==> src/rtl/rvv_seq_pkg.sv <==
// rtl/rvv_seq_pkg.sv - shared types and constants for the RVV instruction sequencer
// Contents: seq_state_t playback states, RVV_NOP filler word, prog_entry_t
// program entry layout at the default widths (32-bit insn, 8-bit hold).
package rvv_seq_pkg;

  localparam int SEQ_INSN_W = 32;
  localparam int SEQ_HOLD_W = 8;

  // Value driven on insn_out whenever no real instruction is presented.
  localparam logic [63:0] RVV_NOP = '0;

  typedef enum logic [1:0] {
    IDLE  = 2'd0,
    ISSUE = 2'd1,
    HOLD  = 2'd2,
    DONE  = 2'd3
  } seq_state_t;

  typedef struct packed {
    logic [SEQ_INSN_W-1:0] insn;
    logic [SEQ_HOLD_W-1:0] hold;
  } prog_entry_t;

endpackage

==> src/rtl/rvv_seq_prog_mem.sv <==
// rtl/rvv_seq_prog_mem.sv - program store for the RVV instruction sequencer
// Ports:
//   clk_i         clock
//   we_i          write strobe (caller guarantees waddr_i < DEPTH and idle state)
//   waddr_i       write index
//   winsn_i       instruction to store
//   whold_i       NOP gap count to store
//   raddr_i       read index (playback pointer)
//   rinsn_o       instruction at raddr_i (combinational)
//   rhold_o       gap count at raddr_i (combinational)
// Contents are deliberately not reset.
module rvv_seq_prog_mem #(
  parameter int INSN_WIDTH = 32,
  parameter int DEPTH      = 16,
  parameter int HOLD_W     = 8,
  parameter int ADDR_W     = $clog2(DEPTH)
) (
  input  logic                  clk_i,
  input  logic                  we_i,
  input  logic [ADDR_W-1:0]     waddr_i,
  input  logic [INSN_WIDTH-1:0] winsn_i,
  input  logic [HOLD_W-1:0]     whold_i,
  input  logic [ADDR_W-1:0]     raddr_i,
  output logic [INSN_WIDTH-1:0] rinsn_o,
  output logic [HOLD_W-1:0]     rhold_o
);

  logic [INSN_WIDTH+HOLD_W-1:0] mem_q [DEPTH];

  always_ff @(posedge clk_i) begin
    if (we_i) begin
      mem_q[waddr_i] <= {winsn_i, whold_i};
    end
  end

  assign {rinsn_o, rhold_o} = mem_q[raddr_i];

endmodule

==> src/rtl/rvv_insn_sequencer.sv <==
// rtl/rvv_insn_sequencer.sv - preloaded instruction player feeding rvv_proc_main insn_in
// Ports:
//   clk, rst (async active-low)
//   prog_we/prog_addr/prog_insn/prog_hold  program write port (IDLE/DONE only)
//   prog_len     entry count, sampled and clamped to DEPTH at start
//   start        begin playback from entry 0
//   loop_en      wrap to entry 0 after the last entry (sampled at each wrap)
//   abort        return to IDLE immediately, no done pulse
//   insn_out/insn_valid/insn_ready  valid/ready instruction stream
//   busy         high in ISSUE or HOLD
//   done         one-cycle pulse on normal completion
//   issue_cnt    handshakes since the last start
module rvv_insn_sequencer
  import rvv_seq_pkg::*;
#(
  parameter  int INSN_WIDTH = 32,
  parameter  int DEPTH      = 16,
  parameter  int HOLD_W     = 8,
  localparam int ADDR_W     = $clog2(DEPTH)
) (
  input  logic                  clk,
  input  logic                  rst,
  input  logic                  prog_we,
  input  logic [ADDR_W-1:0]     prog_addr,
  input  logic [INSN_WIDTH-1:0] prog_insn,
  input  logic [HOLD_W-1:0]     prog_hold,
  input  logic [ADDR_W:0]       prog_len,
  input  logic                  start,
  input  logic                  loop_en,
  input  logic                  abort,
  output logic [INSN_WIDTH-1:0] insn_out,
  output logic                  insn_valid,
  input  logic                  insn_ready,
  output logic                  busy,
  output logic                  done,
  output logic [31:0]           issue_cnt
);

  localparam logic [ADDR_W:0] DEPTH_L = (ADDR_W+1)'(DEPTH);

  seq_state_t            state_q, state_d;
  logic [ADDR_W-1:0]     ptr_q, ptr_d;
  logic [HOLD_W-1:0]     hold_cnt_q, hold_cnt_d;
  logic [ADDR_W:0]       len_q, len_d;
  logic [31:0]           issue_cnt_q, issue_cnt_d;

  logic [INSN_WIDTH-1:0] rd_insn;
  logic [HOLD_W-1:0]     rd_hold;
  logic                  mem_we;
  logic [ADDR_W:0]       len_clamped;
  logic                  handshake;
  logic                  last_entry;
  logic                  advance;

  // Writes only land while not playing; out-of-range indices are discarded
  // (possible only when DEPTH is not a power of two).
  assign mem_we = prog_we && ((state_q == IDLE) || (state_q == DONE))
                  && ({1'b0, prog_addr} < DEPTH_L);

  rvv_seq_prog_mem #(
    .INSN_WIDTH (INSN_WIDTH),
    .DEPTH      (DEPTH),
    .HOLD_W     (HOLD_W),
    .ADDR_W     (ADDR_W)
  ) u_prog_mem (
    .clk_i   (clk),
    .we_i    (mem_we),
    .waddr_i (prog_addr),
    .winsn_i (prog_insn),
    .whold_i (prog_hold),
    .raddr_i (ptr_q),
    .rinsn_o (rd_insn),
    .rhold_o (rd_hold)
  );

  assign len_clamped = (prog_len > DEPTH_L) ? DEPTH_L : prog_len;
  assign handshake   = (state_q == ISSUE) && insn_ready;
  assign last_entry  = ({1'b0, ptr_q} == (len_q - (ADDR_W+1)'(1)));

  always_comb begin
    state_d     = state_q;
    ptr_d       = ptr_q;
    hold_cnt_d  = hold_cnt_q;
    len_d       = len_q;
    issue_cnt_d = issue_cnt_q;
    advance     = 1'b0;

    case (state_q)
      IDLE: begin
        if (start && !abort) begin
          len_d       = len_clamped;
          ptr_d       = '0;
          hold_cnt_d  = '0;
          issue_cnt_d = '0;
          state_d     = (len_clamped == '0) ? DONE : ISSUE;
        end
      end
      ISSUE: begin
        if (handshake) begin
          issue_cnt_d = issue_cnt_q + 32'd1;
          hold_cnt_d  = rd_hold;
          if (rd_hold != '0) begin
            state_d = HOLD;
          end else begin
            advance = 1'b1;
          end
        end
      end
      HOLD: begin
        // The cycle that sees a count of 1 is the last NOP cycle, so the
        // entry's hold value equals the number of NOP cycles emitted.
        if (hold_cnt_q <= HOLD_W'(1)) begin
          hold_cnt_d = '0;
          advance    = 1'b1;
        end else begin
          hold_cnt_d = hold_cnt_q - HOLD_W'(1);
        end
      end
      DONE: begin
        state_d = IDLE;
      end
      default: begin
        state_d = IDLE;
      end
    endcase

    if (advance) begin
      if (!last_entry) begin
        ptr_d   = ptr_q + ADDR_W'(1);
        state_d = ISSUE;
      end else if (loop_en) begin
        ptr_d   = '0;
        state_d = ISSUE;
      end else begin
        state_d = DONE;
      end
    end

    // A handshake in the abort cycle has already been counted above.
    if (abort) begin
      state_d    = IDLE;
      hold_cnt_d = '0;
    end
  end

  always_ff @(posedge clk or negedge rst) begin
    if (!rst) begin
      state_q     <= IDLE;
      ptr_q       <= '0;
      hold_cnt_q  <= '0;
      len_q       <= '0;
      issue_cnt_q <= '0;
    end else begin
      state_q     <= state_d;
      ptr_q       <= ptr_d;
      hold_cnt_q  <= hold_cnt_d;
      len_q       <= len_d;
      issue_cnt_q <= issue_cnt_d;
    end
  end

  assign insn_valid = (state_q == ISSUE);
  assign insn_out   = insn_valid ? rd_insn : INSN_WIDTH'(RVV_NOP);
  assign busy       = (state_q == ISSUE) || (state_q == HOLD);
  assign done       = (state_q == DONE);
  assign issue_cnt  = issue_cnt_q;

endmodule

==> config.mk <==
export PLATFORM = sky130hd
export DESIGN_NAME = rvv_insn_sequencer
export DESIGN_NICKNAME = d
export VERILOG_FILES = /design/src/rtl/rvv_seq_pkg.sv /design/src/rtl/rvv_seq_prog_mem.sv /design/src/rtl/rvv_insn_sequencer.sv
export SDC_FILE = /design/constraint.sdc
export NUM_CORES = 1
export LEC_CHECK = 0
export CAP_MARGIN = 20
export CORE_MARGIN = 1
export CORE_UTILIZATION = 48
export CTS_CLUSTER_SIZE = 25
export DETAILED_ROUTE_END_ITERATION = 6
export PLACE_DENSITY = 0.65
export SYNTH_ARGS = -nofsm -noshare
export SYNTH_HDL_FRONTEND = slang
export SYNTH_HIERARCHICAL = 1
export SYNTH_SLANG_ARGS = --single-unit
==> constraint.sdc <==
create_clock -name clk -period 10.8 [get_ports clk]
set_input_delay 1.62 -clock clk [delete_from_list [all_inputs] [get_ports clk]]
set_output_delay 1.62 -clock clk [all_outputs]
set_load 0.005 [all_outputs]
==> run summary, run 1 <==
CTS resizes: 0
Synth cell types: 66
GRT Resource Usage Total: 20.8%
Seq/Total Area, Yosys: 73.9%
share of layout cells above drive strength 1: 16.9%
switching portion of total power: 23.3%
WP data arrival: 4.00 ns
CTS tree: done
Synth Area in XOR/XNOR: 0.505%
Synth Net Count: 1,448
die span in y: 242 microns
Syn. warnings: 6
worst-case clock skew: 0.0170 ns
WHS Endpoint: issue_cnt[31]$_DFFE_PN0P_
Post-DP HPWL: 29,800 microns
P_leak: 10.3 nW
Avg WL per Cell: 25.6 microns
# rows: 87
setup repair after global routing missed its margin: no
mapped cell area: 27,700 sq um
Post-synth EDFFs: 640
drt pass-1 iters: 5
Post-Synth Simple-Gate Area: 4.93%
Layout Cells excl Fill: 2,355
nets: 1,606
TritonCTS Buffers: 73
hold_sp: issue_cnt[31]$_DFFE_PN0P_
clk buf depth: 3
via count: 14.2k
WHS Path Cells: 2
IR Drop Worst-Case VDD: 0.173 mV
Via density: 6.03
CP Max Fanout: 121
ys async rst share: 7.38%
worst skew pair latency: 0.60 ns
CTS root buffer: clkbuf_16
Place WS: 5.71 ns
Sink Count: 691
post-synthesis mux area share: 14.0%
cell-internal power: 4.93 mW
Reg clk slew, reported paths: 0.06 ns
fmax: 178 MHz
Horiz. Die Dim: 242 microns
pwr/cell area: 200 nW/um^2
Max Transition Viols Final: 0
Initial Util: 48.9%
Seq pwr share: 47.9%
area share of fa/ha/maj cells after synthesis: 0.406%
antenna violations before repair: 6
CP Launch Type: flop
Reg2Reg Launch Point: ptr_q[0]$_DFF_PN0_
hold buffers post-CTS: 0
largest net degree at the start of global routing: 122
Slew HR: 32.0%
Clk pwr share: 38.5%
remaining antenna violation count: 0
grt ovf: 0
CP Class: flop to primary output
number of max-cap violations: 0
H-tree depth: 3
r2r endpoint: ptr_q[2]$_DFF_PN0_
NetSw: 1.50 mW
WHS: 0.552 ns
IO Port Bufs: 122
crit path capture type: primary output
first-pass GRT wire length: 90,100 microns
DRT iter0 DRCs: 1,256
Synth Flop Type: edfxtp_1
flop2flop setup slack: 6.14 ns
final wirelength: 60,300 microns
clock period minus worst slack: 5.62 ns
final worst slack: 5.18 ns
Syn Inst Count: 1,383
final hold vios: 0
GPL Wtd Cong: 0.797
die area: 58,700 sq um
status: finished, final reports clean
syn avg cell area: 20.0 sq um
DP Cell Count: 2,222
Final setup viols: 0
post-synthesis compound-gate area fraction: 4.36%
total power: 6.43 mW
Slew @ Worst Pin: 1.02 ns
Min-Delay Path Class: flop to flop
Layout area overhead: 16.0%
number of synthesized register bits: 691
total negative slack: 0 ns
Boundary Pins: 123
CP required: 9.18 ns
fin crit share: 52.0%
Core Box Area: 56,700 sq um
r2r worst-path depth: 9
Gate power share: 13.6%
DRC violations left: 0
number of global-route vias before repair: 14.1k
post-CTS setup buffers: 0
largest family of logic cells by synthesized area: multiplexers
==> critical path, cell delays in order, from the launching register on <==
cell	delay, ns
dfrtp_4	0.98
buf_12	0.79
mux4_2	0.60
a22oi_1	0.21
nand2_1	0.09
and2_1	0.21
clkdlybuf4s50_1	0.47
==> cells in the mapped netlist (14+ instances only) <==
library cell	instances	area share (%)
mux4_1	60	5.7
a22oi_1	80	2.2
nor3_1	14	0.25
and2_1	36	0.81
mux4_2	100	8.1
nor2_1	37	0.50
edfxtp_1	640	69
buf_2	14	0.25
nand3_1	15	0.27
inv_1	17	0.23
dfrtp_1	51	4.6
clkbuf_1	36	0.49
o21ai_0	23	0.42
nand2_1	87	1.2
==> per-layer routing <==
layer | up-vias | wire (microns) | share of wire [%] | track usage (%)
met2 | 451 | 29300 | 49 | 32.9
met1 | 7535 | 26100 | 43 | 29.9
met4 | 10 | 1160 | 1.9 | 5.17
li1 | 6099 | - | - | -
met3 | 98 | 3700 | 6.1 | 3.89
met5 | - | 69 | 0.11 | 0
==> through the flow <==
stage | area [sq um] | utilization, %
detailed placement | 29800 | 52.5
CTS | 32200 | 56.7
finish | 32200 | 56.7
global route | 32200 | 56.7
floorplan | 27700 | -
global placement | 29800 | 52.5
==> state kept, by name, indices dropped and copies added, names as in the netlist <==
name and cells:
ptr_q 4, issue_cnt 32, len_q 5, u_prog_mem/mem_q 640
hold_cnt_q 8, state_q 2
==> cell type report <==
cell class | count | area (sq um)
inverters | 17 | 63.8
multi-input cells | 609 | 6850
flip-flops and latches | 691 | 20500
clock inverters | 47 | 500
well taps | 756 | 946
diodes | 1 | 2.50
clock buffers | 85 | 1870
fillers | 4196 | 24500
repair buffers | 149 | 1430
==> cells in the final DEF (no fill, tap or decap), types with 4 or more instances in the layout <==
cell	synthesis	final
a21oi_1	7	7
a22o_1	12	12
a22oi_1	80	80
and2_1	36	35
buf_4	2	26
bufinv_16	0	9
clkbuf_1	36	12
clkbuf_16	0	73
clkdlybuf4s50_1	0	121
clkinv_1	0	16
clkinv_2	0	16
dfrtp_1	51	49
edfxtp_1	640	640
ha_1	9	8
inv_1	17	17
mux4_1	60	60
mux4_2	100	100
nand2_1	87	87
nand2b_1	12	12
nand3_1	15	15
nand4_1	10	10
nor2_1	37	24
nor2_4	0	13
nor3_1	14	10
nor3_2	0	4
nor4_1	4	4
o211ai_1	12	12
o21ai_0	23	23
or3_1	7	7
or4_1	12	12
xnor2_1	8	8
xor2_1	8	8
==> how the worst max path moves through the flow <==
stage / end / depth (start not counted) / startpoint / slack, ns
CTS: insn_out[17] / 6 / ptr_q[0]$_DFF_PN0_ / 5.05
detailed placement: insn_out[31] / 6 / ptr_q[0]$_DFF_PN0_ / 5.71
finish: insn_out[17] / 6 / ptr_q[0]$_DFF_PN0_ / 5.18
global route: insn_out[16] / 6 / ptr_q[0]$_DFF_PN0_ / 4.90
floorplan: u_prog_mem/mem_q[0][0]$_DFFE_PP_ / 3 / prog_we / 5.24
global placement: insn_out[0] / 6 / ptr_q[0]$_DFF_PN0_ / 5.69
==> power by group through the flow <==
| stage | Clock [mW] | Sequential [mW] | Combinational [mW] |
|---|---|---|---|
| after global routing | 2.63 | 3.09 | 0.947 |
| after global placement | 0 | 3.13 | 0.878 |
| after detailed placement | 0 | 3.14 | 0.889 |
| after CTS | 2.52 | 3.08 | 0.892 |
| final | 2.47 | 3.08 | 0.876 |
| after floorplan | 0 | 3.09 | 0.724 |
==> logic make-up after synthesis <==
kind of cell    after synthesis
flops                       691
xor+xnor                     16
compound gates              160
simple gates                259
mux                         165
fa+ha+maj                     9
buf+inv                      83
(Power assumes the default switching activity.)
==> run 2: changes to the inputs <==
Settings changed: PLACE_DENSITY 0.65 to 0.67.
Clock period 10.8 ns to 4.7 ns, I/O delays scaled along.
==> run 2 against run 1 <==
Compared with the run above: via count rose by 0.61%; cell area rose by 0.44%; register-to-register slack got worse by 4.9 ns; routed wire length rose by 3.2%; combinational power rose by 150%; global-route usage rose by 0.68 points; largest power group unchanged; first-iteration DRC count fell by 6.2%; cell count rose by 0.17%.
==> run summary, run 2 (same netlist as run 1, synthesis figures left out) <==
Avg WL per Cell: 26.4 microns (was 25.6 microns)
hold buffers post-CTS: 0 (unchanged)
Slew HR: 38.7% (was 32.0%)
CTS tree: done (unchanged)
DR top layer: met5 (unchanged)
metal2 WL: 30,400 microns (was 29,300 microns)
DRT iter0 DRCs: 1,178 (was 1,256)
design area: 32,300 sq um (was 32,200 sq um)
antenna violations before repair: 6 (unchanged)
CP required: 3.99 ns (was 9.18 ns)
met3 WL: 4460 microns (was 3700 microns)
Max Transition Viols Final: 0 (unchanged)
Sink Count: 691 (unchanged)
CTS resizes: 0 (unchanged)
H-tree depth: 3 (unchanged)
CTS root buffer: clkbuf_16 (unchanged)
Reg clk slew, reported paths: 0.06 ns (about the same)
Via density: 6.05 (was 6.03)
CP Class: flop to primary output (unchanged)
clock period minus worst slack: 4.07 ns
# rows: 87 (unchanged)
final worst slack: 0.629 ns (was 5.18 ns)
max reg flops: 640 (unchanged)
DRC violations left: 0 (unchanged)
Reg2Reg Launch Point: ptr_q[0]$_DFF_PN0_ (unchanged)
origin of the worst setup path: ptr_q[1]$_DFF_PN0_ (was ptr_q[0]$_DFF_PN0_)
Placed Instance Area: 30,000 sq um (was 29,800 sq um)
setup repair after global routing missed its margin: no (unchanged)
die span in y: 242 microns (unchanged)
Final setup viols: 0 (unchanged)
final hold vios: 0 (unchanged)
post-CTS setup buffers: 0 (unchanged)
number of max-cap violations: 0 (unchanged)
via count: 14.3k (was 14.2k)
Layout area overhead: 16.5% (was 16.0%)
drt pass-1 iters: 5 (unchanged)
GPL Wtd Cong: 0.810 (was 0.797)
Slew @ Worst Pin: 0.919 ns (was 1.02 ns)
IO Port Bufs: 122 (unchanged)
remaining antenna violation count: 0 (unchanged)
Place WS: 1.16 ns (was 5.71 ns)
CP Launch Type: flop (unchanged)
most frequent cells in the layout: edfxtp_1 (640), clkdlybuf4s50_1 (121), mux4_2 (100) (unchanged)
number of global-route vias before repair: 14.5k (was 14.1k)
share of layout cells above drive strength 1: 17.2% (was 16.9%)
final wirelength: 62,200 microns (was 60,300 microns)
P_leak: 10.3 nW (about the same)
worst skew pair latency: 0.61 ns (was 0.60 ns)
fmax: 246 MHz
Most flops, register: u_prog_mem/mem_q (unchanged)
Initial Util: 48.9% (unchanged)
worst-case clock skew: 0.0158 ns (was 0.0170 ns)
total negative slack: 0 ns (unchanged)
crit path capture type: primary output (unchanged)
Core Box Area: 56,700 sq um (unchanged)
Post-DP HPWL: 31,700 microns (was 29,800 microns)
grt ovf: 0 (unchanged)
Boundary Pins: 123 (unchanged)
Met1 Routed Length: 25,900 microns (was 26,100 microns)
IR Drop Worst-Case VDD: 0.340 mV (was 0.173 mV)
GRT Resource Usage Total: 21.5% (was 20.8%)
first-pass GRT wire length: 92,600 microns (was 90,100 microns)
Horiz. Die Dim: 242 microns (unchanged)
commonest non-fill, non-tap cell in the layout: edfxtp_1 (unchanged)
Min-Delay Path Class: input port to async pin (was flop to flop)
die area: 58,700 sq um (unchanged)
nets: 1,613 (was 1,606)
TritonCTS Buffers: 71 (was 73)
WP data arrival: 3.37 ns (was 4.00 ns)
WHS: 0.211 ns (was 0.552 ns)
CP Max Fanout: 80 (was 121)
status: finished, final reports clean (unchanged)
pwr/cell area: 457 nW/um^2 (was 200 nW/um^2)
fin crit share: 86.6%
clk buf depth: 3 (unchanged)
largest net degree at the start of global routing: 81 (was 122)
[run 2: final timing paths]
kind / slack [ns] / to / cells past startpoint
max: 0.63 / insn_out[19] / 6
min: 0.21 / issue_cnt[1]$_DFFE_PN0P_ / 2
max reg2reg: 1.19 / ptr_q[2]$_DFF_PN0_ / 9
min reg2reg: 0.53 / len_q[1]$_DFFE_PN0P_ / 2
max in group asynchronous: 3.95 / ptr_q[1]$_DFF_PN0_ / 2
min in group clk: 0.53 / len_q[1]$_DFFE_PN0P_ / 2
[run 2: final cells by class]
class	count	area (sq um)
Timing Repair Buffer	158	1620
Multi-Input combinational cell	609	6850
Antenna cell	2	5.00
Clock inverter	36	403
Clock buffer	90	1910
Fill cell	4147	24400
Inverter	17	63.8
Sequential cell	691	20500
Tap cell	756	946
[run 2: power by group]
group | internal, mW | switching (mW) | leakage (nW)
Combinational | 1.10 | 1.05 | 2.70
Sequential | 6.91 | 0.115 | 6.48
Clock | 3.28 | 2.31 | 1.14
Total | 11.3 | 3.48 | 10.3
[run 2: routing by layer]
| metal | up-vias | global-route usage, % |
|---|---|---|
| met1 | 7501 | 29.9 |
| met4 | 10 | 5.83 |
| met3 | 107 | 4.51 |
| met5 | - | 0 |
| met2 | 553 | 34.5 |
| li1 | 6108 | - |
[run 2: worst max-delay path, cell delays in order, from the launching register on]
cell	delay [ns]
dfrtp_4	0.75
buf_12	0.46
mux4_2	0.37
a22oi_1	0.43
nand2_1	0.09
and2_1	0.17
clkdlybuf4s50_1	0.44
[run 2: metrics by stage]
| stage | std cells | power, mW | util (%) |
|---|---|---|---|
| after floorplan | 1383 | 8.76 | - |
| after global placement | 2231 | 9.29 | 52.9 |
| after detailed placement | 2231 | 9.33 | 52.9 |
| after CTS | 2357 | 14.9 | 57.0 |
| after global routing | 2358 | 15.3 | 57.0 |
| final | 2359 | 14.8 | 57.0 |
